**config.mk**
```make
export PLATFORM = sky130hd
export DESIGN_NAME = bc_dest
export DESIGN_NICKNAME = d
export VERILOG_FILES = /design/src/rtl/bc_pkg.sv /design/src/rtl/bc_dm_fifo.sv /design/src/rtl/bc_dest.sv
export SDC_FILE = /design/constraint.sdc
export NUM_CORES = 1
export LEC_CHECK = 0
export BUFFER_PORTS_ARGS = -buffer_cell sky130_fd_sc_hd__buf_2
export CAP_MARGIN = 20
export CORE_MARGIN = 4
export CORE_UTILIZATION = 50
export DETAILED_ROUTE_END_ITERATION = 8
export PLACE_DENSITY = 0.77
export SYNTH_ARGS = -nofsm -noshare
export SYNTH_HDL_FRONTEND = slang
export SYNTH_SLANG_ARGS = --single-unit
```
**constraint.sdc**
```tcl
create_clock -name clk -period 2.2 [get_ports clk]
set_input_delay 0.11 -clock clk [delete_from_list [all_inputs] [get_ports clk]]
set_output_delay 0.11 -clock clk [all_outputs]
set_load 0.005 [all_outputs]
```
**src/rtl/bc_pkg.sv**
```systemverilog
// Shared bus-connect definitions: destination-select encodings used by both
// the bus-connect source mux and the destination distributor.
package bc_pkg;

    localparam int BC_SCLT_W = 2;

    typedef enum logic [BC_SCLT_W-1:0] {
        BC_DST_DG   = 2'b00,
        BC_DST_PS   = 2'b01,
        BC_DST_DM   = 2'b10,
        BC_DST_NONE = 2'b11
    } bc_dst_e;

    // True for destinations that take a register index alongside the data.
    function automatic logic bc_dst_is_reg(input logic [BC_SCLT_W-1:0] sclt);
        return (sclt == BC_DST_DG) || (sclt == BC_DST_PS);
    endfunction

endpackage

```
**src/rtl/bc_dm_fifo.sv**
```systemverilog
// Data-memory write buffer: DEPTH-entry FIFO with no fall-through.
// dout reads as zero while empty so nothing stale is ever presented.
module bc_dm_fifo #(
    parameter int DW    = 16,
    parameter int DEPTH = 2
) (
    input  logic          clk,
    input  logic          rst_n,
    input  logic          push,
    input  logic          pop,
    input  logic [DW-1:0] din,
    output logic [DW-1:0] dout,
    output logic          empty,
    output logic          full
);

    localparam int PW = (DEPTH > 1) ? $clog2(DEPTH) : 1;
    localparam int CW = $clog2(DEPTH + 1);

    logic [DW-1:0] mem [DEPTH];
    logic [PW-1:0] wr_ptr;
    logic [PW-1:0] rd_ptr;
    logic [CW-1:0] count;
    logic          do_push;
    logic          do_pop;

    assign empty   = (count == '0);
    assign full    = (count == CW'(DEPTH));
    assign do_push = push & ~full;
    assign do_pop  = pop & ~empty;
    assign dout    = empty ? '0 : mem[rd_ptr];

    // Storage array; contents are only meaningful between rd_ptr and wr_ptr.
    always_ff @(posedge clk) begin
        if (do_push) begin
            mem[wr_ptr] <= din;
        end
    end

    // Pointers wrap modulo DEPTH; count is unchanged on simultaneous push/pop.
    always_ff @(posedge clk or negedge rst_n) begin
        if (!rst_n) begin
            wr_ptr <= '0;
            rd_ptr <= '0;
            count  <= '0;
        end else begin
            if (do_push) begin
                wr_ptr <= (wr_ptr == PW'(DEPTH - 1)) ? '0 : wr_ptr + PW'(1);
            end
            if (do_pop) begin
                rd_ptr <= (rd_ptr == PW'(DEPTH - 1)) ? '0 : rd_ptr + PW'(1);
            end
            case ({do_push, do_pop})
                2'b10:   count <= count + CW'(1);
                2'b01:   count <= count - CW'(1);
                default: count <= count;
            endcase
        end
    end

endmodule

```
**src/rtl/bc_dest.sv**
```systemverilog
// Bus-connect destination distributor: routes the bus-connect data word to
// DAG or PS register writes, or into the data-memory write buffer.
module bc_dest
    import bc_pkg::*;
#(
    parameter int DW    = 16,
    parameter int AW    = 4,
    parameter int DEPTH = 2
) (
    input  logic                 clk,
    input  logic                 rst_n,
    input  logic [DW-1:0]        bc_dt,
    input  logic                 ps_bc_dst_vld,
    input  logic [BC_SCLT_W-1:0] ps_bc_dst_sclt,
    input  logic [AW-1:0]        ps_bc_dst_addr,
    input  logic                 dm_bc_rdy,
    output logic                 bc_dg_wen,
    output logic [AW-1:0]        bc_dg_addr,
    output logic [DW-1:0]        bc_dg_dt,
    output logic                 bc_ps_wen,
    output logic [AW-1:0]        bc_ps_addr,
    output logic [DW-1:0]        bc_ps_dt,
    output logic                 bc_dm_wen,
    output logic [DW-1:0]        bc_dm_dt,
    output logic                 bc_ps_stall,
    output logic                 bc_dst_err
);

    logic accept;
    logic dm_push;
    logic dm_pop;
    logic dm_empty;
    logic dm_full;

    // Stall comes straight from the buffer's registered count, so a stalled
    // request is dropped for every destination, not just data memory.
    assign accept      = ps_bc_dst_vld & ~dm_full;
    assign dm_push     = accept & (ps_bc_dst_sclt == BC_DST_DM);
    assign dm_pop      = ~dm_empty & dm_bc_rdy;
    assign bc_dm_wen   = ~dm_empty;
    assign bc_ps_stall = dm_full;

    bc_dm_fifo #(
        .DW    (DW),
        .DEPTH (DEPTH)
    ) u_dm_fifo (
        .clk   (clk),
        .rst_n (rst_n),
        .push  (dm_push),
        .pop   (dm_pop),
        .din   (bc_dt),
        .dout  (bc_dm_dt),
        .empty (dm_empty),
        .full  (dm_full)
    );

    // Register writes: one-cycle wen pulses, address/data held between writes,
    // and a sticky error for the illegal destination.
    always_ff @(posedge clk or negedge rst_n) begin
        if (!rst_n) begin
            bc_dg_wen  <= 1'b0;
            bc_dg_addr <= '0;
            bc_dg_dt   <= '0;
            bc_ps_wen  <= 1'b0;
            bc_ps_addr <= '0;
            bc_ps_dt   <= '0;
            bc_dst_err <= 1'b0;
        end else begin
            bc_dg_wen <= 1'b0;
            bc_ps_wen <= 1'b0;
            if (accept) begin
                case (bc_dst_e'(ps_bc_dst_sclt))
                    BC_DST_DG: begin
                        bc_dg_wen  <= 1'b1;
                        bc_dg_addr <= ps_bc_dst_addr;
                        bc_dg_dt   <= bc_dt;
                    end
                    BC_DST_PS: begin
                        bc_ps_wen  <= 1'b1;
                        bc_ps_addr <= ps_bc_dst_addr;
                        bc_ps_dt   <= bc_dt;
                    end
                    BC_DST_NONE: begin
                        bc_dst_err <= 1'b1;
                    end
                    default: begin
                    end
                endcase
            end
        end
    end

endmodule

```
### Word-level counts from Yosys, hierarchy flattened

Memories as Yosys holds them, arrays and structs flattened.
Index checks and enable logic that the tools add are counted.

| operators by class | value |
|---|---|
| equal/unequal tests | 6 |
| reductions and logical operators | 6 |
| $add $sub $neg | 4 |
| bitwise gates (word level) | 7 |
| multiplexer cells | 10 |

Operators by type and width:

| operator | number |
|---|---|
| $mux W16 | 1 |
| $eq A2 B2 Y1 const B | 4 |
| $mux W1 | 8 |
| $reduce_and A2 Y1 | 3 |
| $and A1 B1 Y1 | 5 |
| $eq A2 B1 Y1 const B | 2 |
| $logic_not A2 Y1 | 2 |
| $pmux W2 S2 | 1 |
| $add A1 B1 Y1 const B | 2 |
| $add A2 B1 Y2 const B | 1 |
| $not A1 Y1 | 2 |
| $reduce_bool A2 Y1 | 1 |
| $sub A2 B1 Y2 const B | 1 |

| word-level totals | value |
|---|---|
| memories | 1 |
| logic and storage cells | 44 |
| input bits | 26 |
| register bits after elaboration | 47 |
| memory bits (writable) | 32 |

Memories:

| name | depth | bits a word | read ports | clocked after Yosys merged registers in | write ports | RTL line | text |
|---|---|---|---|---|---|---|---|
| u_dm_fifo.mem | 2 | 16 | 1 | 0 | 1 | bc_dm_fifo.sv:20 | `logic [DW-1:0] mem [DEPTH];` |

### Longest topological paths before layout

| depth | value |
|---|---|
| depth in word-level cells | 7 |
| depth in mapped cells | 6 |
| mapped depth without buffers | 6 |

### Cells and area by module

Synthesis repeated with hierarchy kept, for this count alone.

| unflattened totals | value |
|---|---|
| cells, all modules | 179 |
| area total of the unflattened synthesis | 3,065.4 sq um |

By module, submodules not included:

| module | area each (sq um) | cells each | times used |
|---|---|---|---|
| bc_dest | 1,656.6 | 94 | 1 |
| bc_dm_fifo | 1,408.9 | 85 | 1 |

### Least setup slack after synthesis

Ideal clock, no wire load.

| timing | value |
|---|---|
| kind | register -> register |
| from | reg u_dm_fifo.count[0] |
| to | mem u_dm_fifo.mem[1][0], enable pin |
| slack | 352 ps |
| clock period less this slack | 1,848 ps |
| cell stages (with the launch flop) | 4 |
| arrival | 1,459 ps |
| required time | 1,811 ps |
| cell sequence | dfrtp_1 nand2b_2 nand4b_1 nor2_1 |

| between the ends | value |
|---|---|
| cells in the longest elaborated chain, start to end | 7 |

RTL lines:

| element | RTL line | text |
|---|---|---|
| start: declaration | bc_dm_fifo.sv:23 | `logic [CW-1:0] count;` |
| start signal: assignment | bc_dm_fifo.sv:54 | `2'b10: count <= count + CW'(1);` |
| start signal: assignment | bc_dm_fifo.sv:55 | `2'b01: count <= count - CW'(1);` |
| start signal: assignment | bc_dm_fifo.sv:56 | `default: count <= count;` |
| $eq A2 B2 Y1 (*) | bc_dm_fifo.sv:28 | `assign full = (count == CW'(DEPTH));` |
| $not A1 Y1 (*) | bc_dm_fifo.sv:29, bc_dest.sv:37 |  |
| $and A1 B1 Y1 | bc_dest.sv:37 | `assign accept = ps_bc_dst_vld & ~dm_full;` |
| $and A1 B1 Y1 | bc_dest.sv:38 | `assign dm_push = accept & (ps_bc_dst_sclt == BC_DST_DM);` |
| $and A1 B1 Y1 (*) | bc_dm_fifo.sv:29 | `assign do_push = push & ~full;` |
| $mux W1 (*) | bc_dm_fifo.sv:35 | `if (do_push) begin` |
| $mux W1 (implied by the code) (*) | bc_dm_fifo.sv:36 | `mem[wr_ptr] <= din;` |
| end: declaration | bc_dm_fifo.sv:20 |  |

Every way passes the cells marked *; elsewhere a longest branch is shown, timed or not.

### Worst setup path after layout

| timing | value |
|---|---|
| from | reg u_dm_fifo.count[0] |
| to | reg bc_dg_dt[4] |

| between the ends | value |
|---|---|
| cells in the longest elaborated chain, start to end | 4 |

RTL lines:

| element | RTL line | text |
|---|---|---|
| $eq A2 B2 Y1 | bc_dm_fifo.sv:28 |  |
| $not A1 Y1 | bc_dest.sv:37 |  |
| $and A1 B1 Y1 | bc_dest.sv:37 |  |
| $reduce_and A2 Y1 (no line) | n/a |  |
| end signal: assignment | bc_dest.sv:76 | `bc_dg_dt <= bc_dt;` |
| end: declaration | bc_dest.sv:19 | `output logic [DW-1:0] bc_dg_dt,` |

Every way passes these cells.
A chain may end at the register's enable or synchronous reset.

==> summary.txt <==
Status
  – Status: complete, no violations

STA
  – Final worst-path cycle share: 0.7749
  – RSZ-0062 raised after global routing: false
  – Setup TNS Final: 0 ns
  – Relative slew margins: 0.6067
  – Setup violators final: 0
  – Setup Skew: 0.007438 ns
  – Max Slew Vio Count: 0
  – Final hold viol count: 0
  – Worst Tran Pin Value: 0.5899 ns
  – Final setup margin: 0.4951 ns
  – Post-layout minimum cycle time: 1.705 ns
  – Max Freq: 586.6 MHz

Setup path
  – Crit-path cells: nand2b_2 > inv_2 > nor4b_4 > buf_4 > mux2_2
  – Endpoint type of the worst setup path: flop
  – CP max stage delay: 0.41 ns
  – Worst Path Buf+Inv: 2
  – Critical path type: reg2reg
  – Crit start category: flop
  – CP top delay family: buffers and inverters
  – Critical Path Slowest Stage Cell: dfrtp_1
  – Required @ worst endpoint: 2.42 ns
  – Worst-path fanout max: 21
  – CP arrival: 1.92 ns

GRT
  – First-pass GRT wire length: 9584 um
  – Global Route Usage Sum: 0.1740
  – Vias in the first global route: 1,973
  – Largest net degree at the start of global routing: 28
  – Gr ovfl total: 0
  – Initial antenna violation count: 0

Placed design
  – Post-DP HPWL: 4021 um
  – IO Port Bufs: 86
  – Gpl congestion: 0.6639
  – Placed cell count: 342
  – Post-Place Setup Slack: 0.4905 ns
  – Post-DP Area: 3572 um2

Drt
  – Detailed Routing Iterations Pass 1: 4
  – Total number of vias: 1,850
  – DR WL met3: 427 um
  – Post-route ant nets: 0
  – DR WL met2: 2926 um
  – Drt initial violations: 42
  – Vias per cell: 4.920
  – WL per Instance: 15.40 um
  – DR top layer: met4
  – DRC violations left: 0
  – Wire length on met1: 2324 um
  – Final wirelength: 5789 um

Cells and area
  – Most frequent cells in the layout: 86 x buf_2, 47 x dfrtp_1, 39 x mux2_2
  – Nets@finish: 323
  – FILL cells: 425
  – Commonest non-fill, non-tap cell in the layout: buf_2
  – Layout area overhead: 31.60%
  – Post-route insts no fill: 376
  – Diodes inserted: 0
  – Multi-input logic area: 824.5 um2
  – Layout cells sized above 1: 0.5150
  – Flip-flop and latch area: 2137 um2
  – Cell area after layout: 3965 um2

Logic synthesis
  – Post-synth cell types: 22
  – Synth top area share: 0.3904
  – Register area share after synthesis: 0.7093
  – Mapped cell area: 3013 um2
  – Net Count, Synth: 205
  – Yosys reg bits: 79
  – Yosys synthesis warning count: 0
  – Yosys top cell by area: dfrtp_1
  – Synth Area per Inst: 16.93 um2
  – Cells after Synth: 178
  – Top cells by area, synth: dfrtp_1 39%, edfxtp_1 32%, mux2_2 15%

Min path
  – Worst Hold Class: in2reg

Floorplan
  – Core Region: 5886 um2
  – Die W: 85.63 um
  – I/O pin count: 87
  – Die ar.: 7332 um2
  – Die H: 85.63 um
  – Cell row count: 28
  – Initial Utilization: 0.5119

Clock tree
  – H-tree depth: 3
  – Clk sink count: 79
  – Clock-pin slew on the worst setup and hold paths: 0.07 ns
  – Root Driver: clkbuf_8
  – Clk Latency, worst-skew pair: 0.34 ns
  – CTS Buf Count: 9
  – CTS resizes: 0
  – Maximum clock path buffer count: 2
  – CTS tree: yes

Power
  – Sw frac: 0.2897
  – Final Power: 4.877 mW
  – Net Sw Power: 1.413 mW
  – Sequential Power Share: 0.448
  – Comb pwr share: 0.321
  – Cell Pwr Density: 1230 nW/um2
  – Clock group share of total power: 0.231
  – Int Power: 3.465 mW
  – Pleak: 1.773 nW
  – Max VDD drop: 0.0008114 V

Job
  – # Max-Cap Violations: 0
## final timing paths
kind	start	to	slack, ns	cells after the start
max in group asynchronous	rst_n	bc_ps_dt[10]	1.17	3
hold / removal	ps_bc_dst_addr[3]	bc_dg_addr[3]	0.02	2
min in group asynchronous	rst_n	bc_ps_dt[12]	0.30	2
setup reg to reg	u_dm_fifo.count[0]	bc_dg_dt[4]	0.50	5
hold reg to reg	bc_dst_err	bc_dst_err	0.47	1
setup / recovery	u_dm_fifo.count[0]	bc_dg_dt[4]	0.50	5
## Yosys cell counts (all sizes together)
| cell type | number |
|---|---|
| mux2 | 40 |
| a41o | 1 |
| inv | 3 |
| nor3 | 1 |
| nor2b | 1 |
| nand2 | 1 |
| ha | 1 |
| nor2 | 20 |
| xor2 | 2 |
| edfxtp | 32 |
| nand2b | 1 |
| nand4b | 1 |
| mux2i | 16 |
| clkbuf | 1 |
| xnor2 | 3 |
| nor4b | 1 |
| buf | 6 |
| dfrtp | 47 |
## logic make-up (layout without fill, tap and decap cells)
logic type,count (synthesis),count (layout),share of synthesized area
xor gates and xnor gates,5,5,0.01454
muxes,56,56,0.2027
adders and majority gates,1,1,0.004152
buffers and inverters,10,133,0.02076
DFF,79,79,0.7093
AOI/OAI and AO/OA,1,1,0.003322
and+or+nand+nor,26,26,0.04527
## flip-flops by register name, indices dropped and copies added (netlist names)
register	cells
u_dm_fifo.mem	32
bc_dg_dt	16
bc_ps_dt	16
bc_dg_addr	4
bc_ps_addr	4
u_dm_fifo.count	2
bc_dg_wen	1
bc_dst_err	1
bc_ps_wen	1
u_dm_fifo.rd_ptr	1
u_dm_fifo.wr_ptr	1
## stage by stage
stage | utilization | hold WS (ns)
after floorplan | - | -0.1856
after global placement | 0.6069 | 0.1450
after detailed placement | 0.6069 | 0.1497
after CTS | 0.6737 | 0.002303
after global routing | 0.6737 | 0.001413
final | 0.6737 | 0.01792
## area by class of cell
class,count,share of cell area
sequential,79,0.5390
inverter,3,0.002840
clock buffer,10,0.03219
clock inverter,6,0.02146
tap,75,0.02367
timing repair buffer,114,0.1729
multi-input combinational,89,0.2080
## metal layers
| layer | vias to the layer above | track usage |
|---|---|---|
| li1 | 871 | - |
| met1 | 903 | 0.2107 |
| met2 | 64 | 0.2811 |
| met3 | 12 | 0.05860 |
| met4 | 0 | 0.08345 |
| met5 | - | 0 |
## power groups by stage
stage               Sequential, mW  Combinational (mW)  Clock [mW]
floorplan                     2.23               0.786           0
global placement              2.19                1.54           0
CTS                           2.19                1.61        1.15
global route                  2.24                1.74        1.23
finish                        2.19                1.56        1.13
detailed placement            2.21                1.58           0
## what timing repair did
item	in CTS	in global routing
hold endpoints to repair	59	0
buffers inserted	0	0
hold buffers	18	0
Power figures use the tool's default switching activity.
